`config.mk`:
```
export PLATFORM = sky130hd
export DESIGN_NAME = uart_cmd_assembler
export DESIGN_NICKNAME = d
export VERILOG_FILES = /design/src/rtl/uart_cmd_pkg.sv /design/src/rtl/byte_timeout_timer.sv /design/src/rtl/uart_cmd_assembler.sv
export SDC_FILE = /design/constraint.sdc
export NUM_CORES = 1
export LEC_CHECK = 0
export ABC_AREA = 1
export CORE_ASPECT_RATIO = 0.6
export CORE_MARGIN = 2
export CORE_UTILIZATION = 40
export DETAILED_ROUTE_END_ITERATION = 12
export HOLD_SLACK_MARGIN = 0.06
export MAX_ROUTING_LAYER = met4
export PLACE_DENSITY_LB_ADDON = 0.05
export SLEW_MARGIN = 40
export SYNTH_ARGS = -nofsm -noshare
export SYNTH_HDL_FRONTEND = slang
export SYNTH_SLANG_ARGS = --single-unit
```
`constraint.sdc`:
```
create_clock -name clk -period 2 [get_ports clk]
set_input_delay 0.3 -clock clk [delete_from_list [all_inputs] [get_ports clk]]
set_output_delay 0.3 -clock clk [all_outputs]
set_load 0.02 [all_outputs]
```
`src/rtl/uart_cmd_pkg.sv`:
```
// uart_cmd_pkg: shared FSM states, frame constants and abort codes for the UART command assembler
package uart_cmd_pkg;
  typedef enum logic [2:0] {S_IDLE, S_OPCODE, S_PAYLOAD, S_CHECK, S_HOLD} state_t;
  localparam logic [7:0] DEFAULT_HEADER = 8'hA5;
  localparam int FRAME_LEN = 11;
  localparam logic [1:0] ERR_CHK = 2'b01;
  localparam logic [1:0] ERR_TMO = 2'b10;
  localparam logic [1:0] ERR_OP = 2'b11;
endpackage

```
`src/rtl/byte_timeout_timer.sv`:
```
// byte_timeout_timer: counts idle cycles while enabled, flags expiry on the last allowed cycle
module byte_timeout_timer #(
  parameter int CYCLES = 100000
) (
  input  logic clk,
  input  logic reset,
  input  logic clear,
  input  logic enable,
  output logic expired
);
  localparam int W = CYCLES > 2 ? $clog2(CYCLES) : 1;
  logic [W-1:0] cnt;
  assign expired = enable && cnt == W'(CYCLES - 1);
  always_ff @(posedge clk or negedge reset)
    if (!reset) cnt <= '0;
    else cnt <= clear ? '0 : enable ? cnt + W'(1) : cnt;
endmodule

```
`src/rtl/uart_cmd_assembler.sv`:
```
// uart_cmd_assembler: parses HEADER/OP/A/B/CHK byte frames into a 66-bit command with error reporting
module uart_cmd_assembler
  import uart_cmd_pkg::*;
#(
  parameter int TIMEOUT_CYCLES = 100000,
  parameter logic [7:0] HEADER = DEFAULT_HEADER
) (
  input  logic        clk,
  input  logic        reset,
  input  logic [7:0]  rx_data,
  input  logic        rx_valid,
  output logic [65:0] cmd_word,
  output logic        cmd_valid,
  input  logic        cmd_ready,
  output logic        frame_err,
  output logic [1:0]  err_code,
  output logic        overrun
);
  localparam logic [2:0] LAST = 3'(FRAME_LEN - 4);
  state_t st, st_n;
  logic [1:0] op_q;
  logic [63:0] pay_q;
  logic [7:0] chk_q;
  logic [2:0] cnt_q;
  logic expired, abort, tmr_en;
  logic [1:0] code;
  assign tmr_en = st == S_OPCODE || st == S_PAYLOAD || st == S_CHECK;
  assign cmd_valid = st == S_HOLD;
  byte_timeout_timer #(.CYCLES(TIMEOUT_CYCLES)) u_tmr (
    .clk(clk),
    .reset(reset),
    .clear(rx_valid || !tmr_en),
    .enable(tmr_en),
    .expired(expired)
  );
  always_comb begin
    st_n = st;
    abort = 1'b0;
    code = 2'b00;
    case (st)
      S_IDLE: st_n = rx_valid && rx_data == HEADER ? S_OPCODE : S_IDLE;
      S_OPCODE:
        if (rx_valid) begin
          st_n = rx_data[7:2] == 6'd0 ? S_PAYLOAD : S_IDLE;
          abort = rx_data[7:2] != 6'd0;
          code = ERR_OP;
        end
      S_PAYLOAD: st_n = rx_valid && cnt_q == LAST ? S_CHECK : S_PAYLOAD;
      S_CHECK:
        if (rx_valid) begin
          st_n = rx_data == chk_q ? S_HOLD : S_IDLE;
          abort = rx_data != chk_q;
          code = ERR_CHK;
        end
      S_HOLD: st_n = cmd_ready ? S_IDLE : S_HOLD;
      default: st_n = S_IDLE;
    endcase
    // a byte arriving on the expiry cycle wins over the timeout
    if (expired && !rx_valid) begin
      st_n = S_IDLE;
      abort = 1'b1;
      code = ERR_TMO;
    end
  end
  always_ff @(posedge clk or negedge reset)
    if (!reset) begin
      st <= S_IDLE;
      op_q <= '0;
      pay_q <= '0;
      chk_q <= '0;
      cnt_q <= '0;
      cmd_word <= '0;
      frame_err <= 1'b0;
      err_code <= '0;
      overrun <= 1'b0;
    end else begin
      st <= st_n;
      frame_err <= abort;
      overrun <= rx_valid && st == S_HOLD;
      if (abort) err_code <= code;
      if (rx_valid && st == S_OPCODE) begin
        op_q <= rx_data[1:0];
        chk_q <= rx_data;
        cnt_q <= '0;
      end
      if (rx_valid && st == S_PAYLOAD) begin
        pay_q <= {pay_q[55:0], rx_data};
        chk_q <= chk_q ^ rx_data;
        cnt_q <= cnt_q + 3'd1;
      end
      if (st == S_CHECK && st_n == S_HOLD) cmd_word <= {pay_q[31:0], pay_q[63:32], op_q};
    end
endmodule

```
[Word level (Yosys, flattened, before mapping)]
Cells that the tools add are included.
Word-level totals
  input bits: 12
  logic and storage cells: 64
  bits in registers: 167
Cells by class
  equality and inequality tests: 10
  mux-type cells: 23
  reduce and logical (&&, ||, !) cells: 18
  $add $sub $neg: 2
  bitwise gates (word level): 1
Operators with widths (number)
  two-way mux 17 bit: 2
  two-way mux 3 bit: 7
  adder 17 x 1 -> 17 bit (second input constant): 1
  == test 17 bit (second input constant): 1
  two-way mux 8 bit: 2
  one-hot mux 3 bit (5 select lines): 1
  == test 3 bit (second input constant): 3
  == test 8 bit: 1
  == test 8 bit (second input constant): 1
  logical AND 1 bit: 8
  inequality test 8 bit: 1
  XOR 8 bit: 1
  == test 3 x 2 -> 1 bit (second input constant): 2
  logical NOT 6 bit: 1
  two-way mux 1 bit: 6
  two-way mux 2 bit: 3
  nonzero test 6 bit: 1
  one-hot mux 2 bit (2 select lines): 1
  nonzero test 2 bit: 2
  adder 3 x 1 -> 3 bit (second input constant): 1
  == test 3 x 1 -> 1 bit (second input constant): 1
  logical NOT 3 bit: 1
  logical OR 1 bit: 3
  logical NOT 1 bit: 2
  one-hot mux 1 bit (2 select lines): 1

[Logic depth before layout (Yosys ltp)]
  depth in word-level cells: 8
  gate-level depth with buffers: 10
  gate-level depth less buffers: 9

[Cells and area by module]
A second synthesis with hierarchy kept.
Second synthesis, totals
  cells, all modules: 761
  area total of the unflattened synthesis: 6882.9 um^2
Modules (own cells, without submodules)
  uart_cmd_assembler: area an instance 5931.9 um^2, times used 1, cells an instance 626
  byte_timeout_timer: area an instance 950.9 um^2, times used 1, cells an instance 135

[Worst setup path after synthesis]
Ideal clock, no wire load.
  path type: register to register
  from: register u_tmr.cnt[0]
  to: register u_tmr.cnt[12]
  cell stages (with the launch flop): 9
  path buffers: 0
  data arrival time: 1.297 ns
  setup slack: 0.578 ns
  data required time: 1.875 ns
  setup time: 0.125 ns
  clock period less this slack: 1.422 ns
  cell sequence: dfrtp_1 -> ha_1 -> nand2_1 -> nor2_1 -> inv_1 -> nor3_1 -> nand3_1 -> nand2_1 -> a21oi_1
On the way
  cells in the longest elaborated chain, start to end: 3
RTL lines
  start, declared: line byte_timeout_timer.sv:12  | logic [W-1:0] cnt;
  start signal, assigned: line byte_timeout_timer.sv:16  | else cnt <= clear ? '0 : enable ? cnt + W'(1) : cnt;
  adder 17 x 1 -> 17 bit: line byte_timeout_timer.sv:16
  two-way mux 17 bit (2 in a row): line byte_timeout_timer.sv:16
Every way passes these cells. The select of a mux whose other input is x is not followed.
A chain may end at the register's enable or synchronous reset.

[Worst setup path after layout]
  from: register st[1]
  to: output port cmd_valid
On the way
  cells in the longest elaborated chain, start to end: 1
RTL lines
  start, declared: line uart_cmd_assembler.sv:20  | state_t st, st_n;
  start signal, assigned: line uart_cmd_assembler.sv:77  | st <= st_n;
  == test 3 bit: line uart_cmd_assembler.sv:28  | assign cmd_valid = st == S_HOLD;
  end, declared: line uart_cmd_assembler.sv:13  | output logic cmd_valid,
Every way passes these cells.

==> impl_metrics.ini <==
[critical_path]
path_max_fanout = 6
critPathKind = reg2out
r2r_slack_ns = 0.25
crit_required_ns = 1.70
critPathArrivalTime_ns = 1.48
r2r_cells = 8
r2r_end = u_tmr.cnt[16]
crit_start = st[1]
crit_path_end_kind = output pin
startpoint_type = flop
cp-endpoint = cmd_valid
reg2reg_from = u_tmr.cnt[0]

[pwr]
pwr-share-comb_pct = 6.7
p_per_area_nw_per_um2 = 817
power.switching_mw = 1.90
p_int_mw = 5.32
design_power_total_mw = 7.22
p_leak_nw = 4.51
vdd_drop_max_uv = 495
swShare_pct = 26.3
power.share.sequential_pct = 49.2
p_clk_share_pct = 44.1

[timing]
fmax_mhz = 562
final.setup.tns_ns = 0
max-slew-margin-rel_pct = 68.1
tightest_slew_ns = 0.478
hold_viol = 0
slew_viol_final = 0
setup_viol = 0
clock_skew_ns = 0.0154
period_minus_slack_ns = 1.78
min_period_over_period_pct = 89.0
rsz0062_at_grt = false
whs_ns = 0.369
layout_setup_ws_ns = 0.220

[grt]
antenna_found_initial = 0
gr-usage-all-layers_pct = 21.8
grt_pass1_vias = 5785
grt_max_degree = 67
gr-total-overflow = 0
grt_pass1_wl_mm = 30.9

[synth]
synth_top_area_share_pct = 59.1
ys_ff_latch = 167
syn_inst = 815
synth_top_area_cell = dfrtp_1
syn_nets = 830
synthTopCellsByArea = dfrtp_1, nand2_1, nand4_1
synth_area_um2 = 7070
ys_types = 30
avgSynthCellArea_um2 = 8.67
yosysWarnings = 0
seq_area_frac_synth_pct = 59.1

[run_status]
outcome = finished clean

[floorplan]
die_area_um2 = 18800
ioPinCount = 83
initial_core_util_pct = 41.0
die_x_um = 176
fp.dieH_um = 107
core_area_um2 = 17200
fp-row-count = 37

[route]
wl_per_cell_um = 16.4
drt_wl_total_mm = 18.7
routed_via_density = 5.08
drc = 0
drtPass1Iterations = 5
vias = 5794
drt-initial-drc-count = 425
drtAntennaViolNets = 0

[cells_and_area]
stdcell_count = 1141
drive_above_1_share_pct = 7.72
synthToLayoutAreaGrowth_pct = 25.1
fin_nets = 910
antenna_cells = 0

[clock_tree]
numCtsBuffers = 17
cts_setup_buffers = 0
clkTransAtPathRegs_ns = 0.07
clk_latency_ns = 0.42
cts.path.max_buffers = 2
cts_max_level = 4
cts_tree = done
clock-root-buffer = clkbuf_16
cts_num_sinks = 167

[min_path]
hp-class = in2async

[place]
dp_hpwl_mm = 12.6
dpl.cell_count = 1109
gp_congestion = 0.836
preCtsSetupSlack_ns = -0.0868
port_buffers = 82

[flow_run]
max-cap-violations = 0
==> final cells by class <==
type	instances	area [µm²]
multi-input cells	565	2530
inverters	38	143
clock buffers	18	439
clock inverters	13	134
flip-flops and latches	167	4180
fillers	1633	8380
well taps	234	293
repair buffers	106	1120
==> state kept, by name (all words and copies together) (netlist names), 2 cells and up <==
name / cells
chk_q: 8
cmd_word: 66
cnt_q: 3
err_code: 2
op_q: 2
pay_q: 64
st: 3
u_tmr.cnt: 17
==> through the flow <==
| step | utilization (%) | area [µm²] |
|---|---|---|
| after detailed placement | 47.9 | 8250 |
| after CTS | 51.3 | 8840 |
| after global routing | 51.3 | 8840 |
| final | 51.3 | 8840 |
| after global placement | 47.9 | 8250 |
| after floorplan | - | 7070 |
==> cell usage in the layout, fill, tap and decap left out, drive strengths merged <==
master,synthesis,layout
xnor2,1,1
buf,34,25
o22ai,1,1
inv,37,45
o21ai,17,17
o21bai,1,1
clkbuf,11,19
nand4,73,73
clkinvlp,0,2
clkinv,1,4
ha,3,3
xor2,5,5
o221ai,6,6
o21a,1,1
nand3,14,14
a211oi,1,1
nand2,375,375
nor2,44,44
a21oi,9,9
dfrtp,167,167
a22o,2,2
nor3,12,12
dlygate4sd3,0,1
clkdlybuf4s50,0,79
==> how the worst min path moves through the flow <==
stage                               to  slack [ns]  cells after the start
after floorplan               chk_q[0]       0.004                      0
after CTS                 cmd_word[42]        0.37                      2
final                     cmd_word[42]        0.37                      2
after global routing      cmd_word[42]        0.40                      2
after detailed placement  cmd_word[45]        0.26                      1
after global placement    cmd_word[42]        0.26                      1
==> per-layer routing <==
metal	GRT usage, %	vias to the layer above	wire [µm]
met4	5.79	0	163
li1	-	2792	-
met5	-	-	0
met1	34.6	2843	10200
met2	28.5	145	7420
met3	3.33	14	890
==> critical path: stages, from the launching register on <==
cell and delay, ns:
dfrtp_1 0.45, nor2_2 0.18, inv_1 0.10, nor2_1 0.15
clkbuf_2 0.19
==> kinds of logic (layout without fill, tap and decap cells) <==
kind of cell,after synthesis,in the layout,share of synthesized area (%)
buf+inv,83,175,5.42
fa+ha+maj,3,3,0.531
flops,167,167,59.1
xor+xnor,6,6,0.744
compound gates,38,38,3.24
simple gates,518,518,30.9
==> cell usage after synthesis, drive strengths merged <==
library cell / n
buf: 34
o21bai: 1
o221ai: 6
clkbuf: 11
ha: 3
a22o: 2
nand3: 14
a211oi: 1
nand4: 73
dfrtp: 167
nand2: 375
a21oi: 9
o21ai: 17
nor2: 44
o22ai: 1
o21a: 1
nor3: 12
inv: 37
xor2: 5
clkinv: 1
xnor2: 1
==> power by group through the flow <==
stage,Sequential [mW],Clock (mW),Combinational (mW)
floorplan,3.60,0,0.245
global placement,3.61,0,0.469
detailed placement,3.62,0,0.483
CTS,3.55,3.25,0.487
global route,3.57,3.40,0.542
finish,3.56,3.19,0.481
==> timing repair <==
action	4_1_cts	5_1_grt
endpoints found under the setup margin	1	2
hold buffers	1	0
resized for setup	2	3
hold endpoints to repair	40	0
pin swaps	0	0
Power figures use the tool's default switching activity.
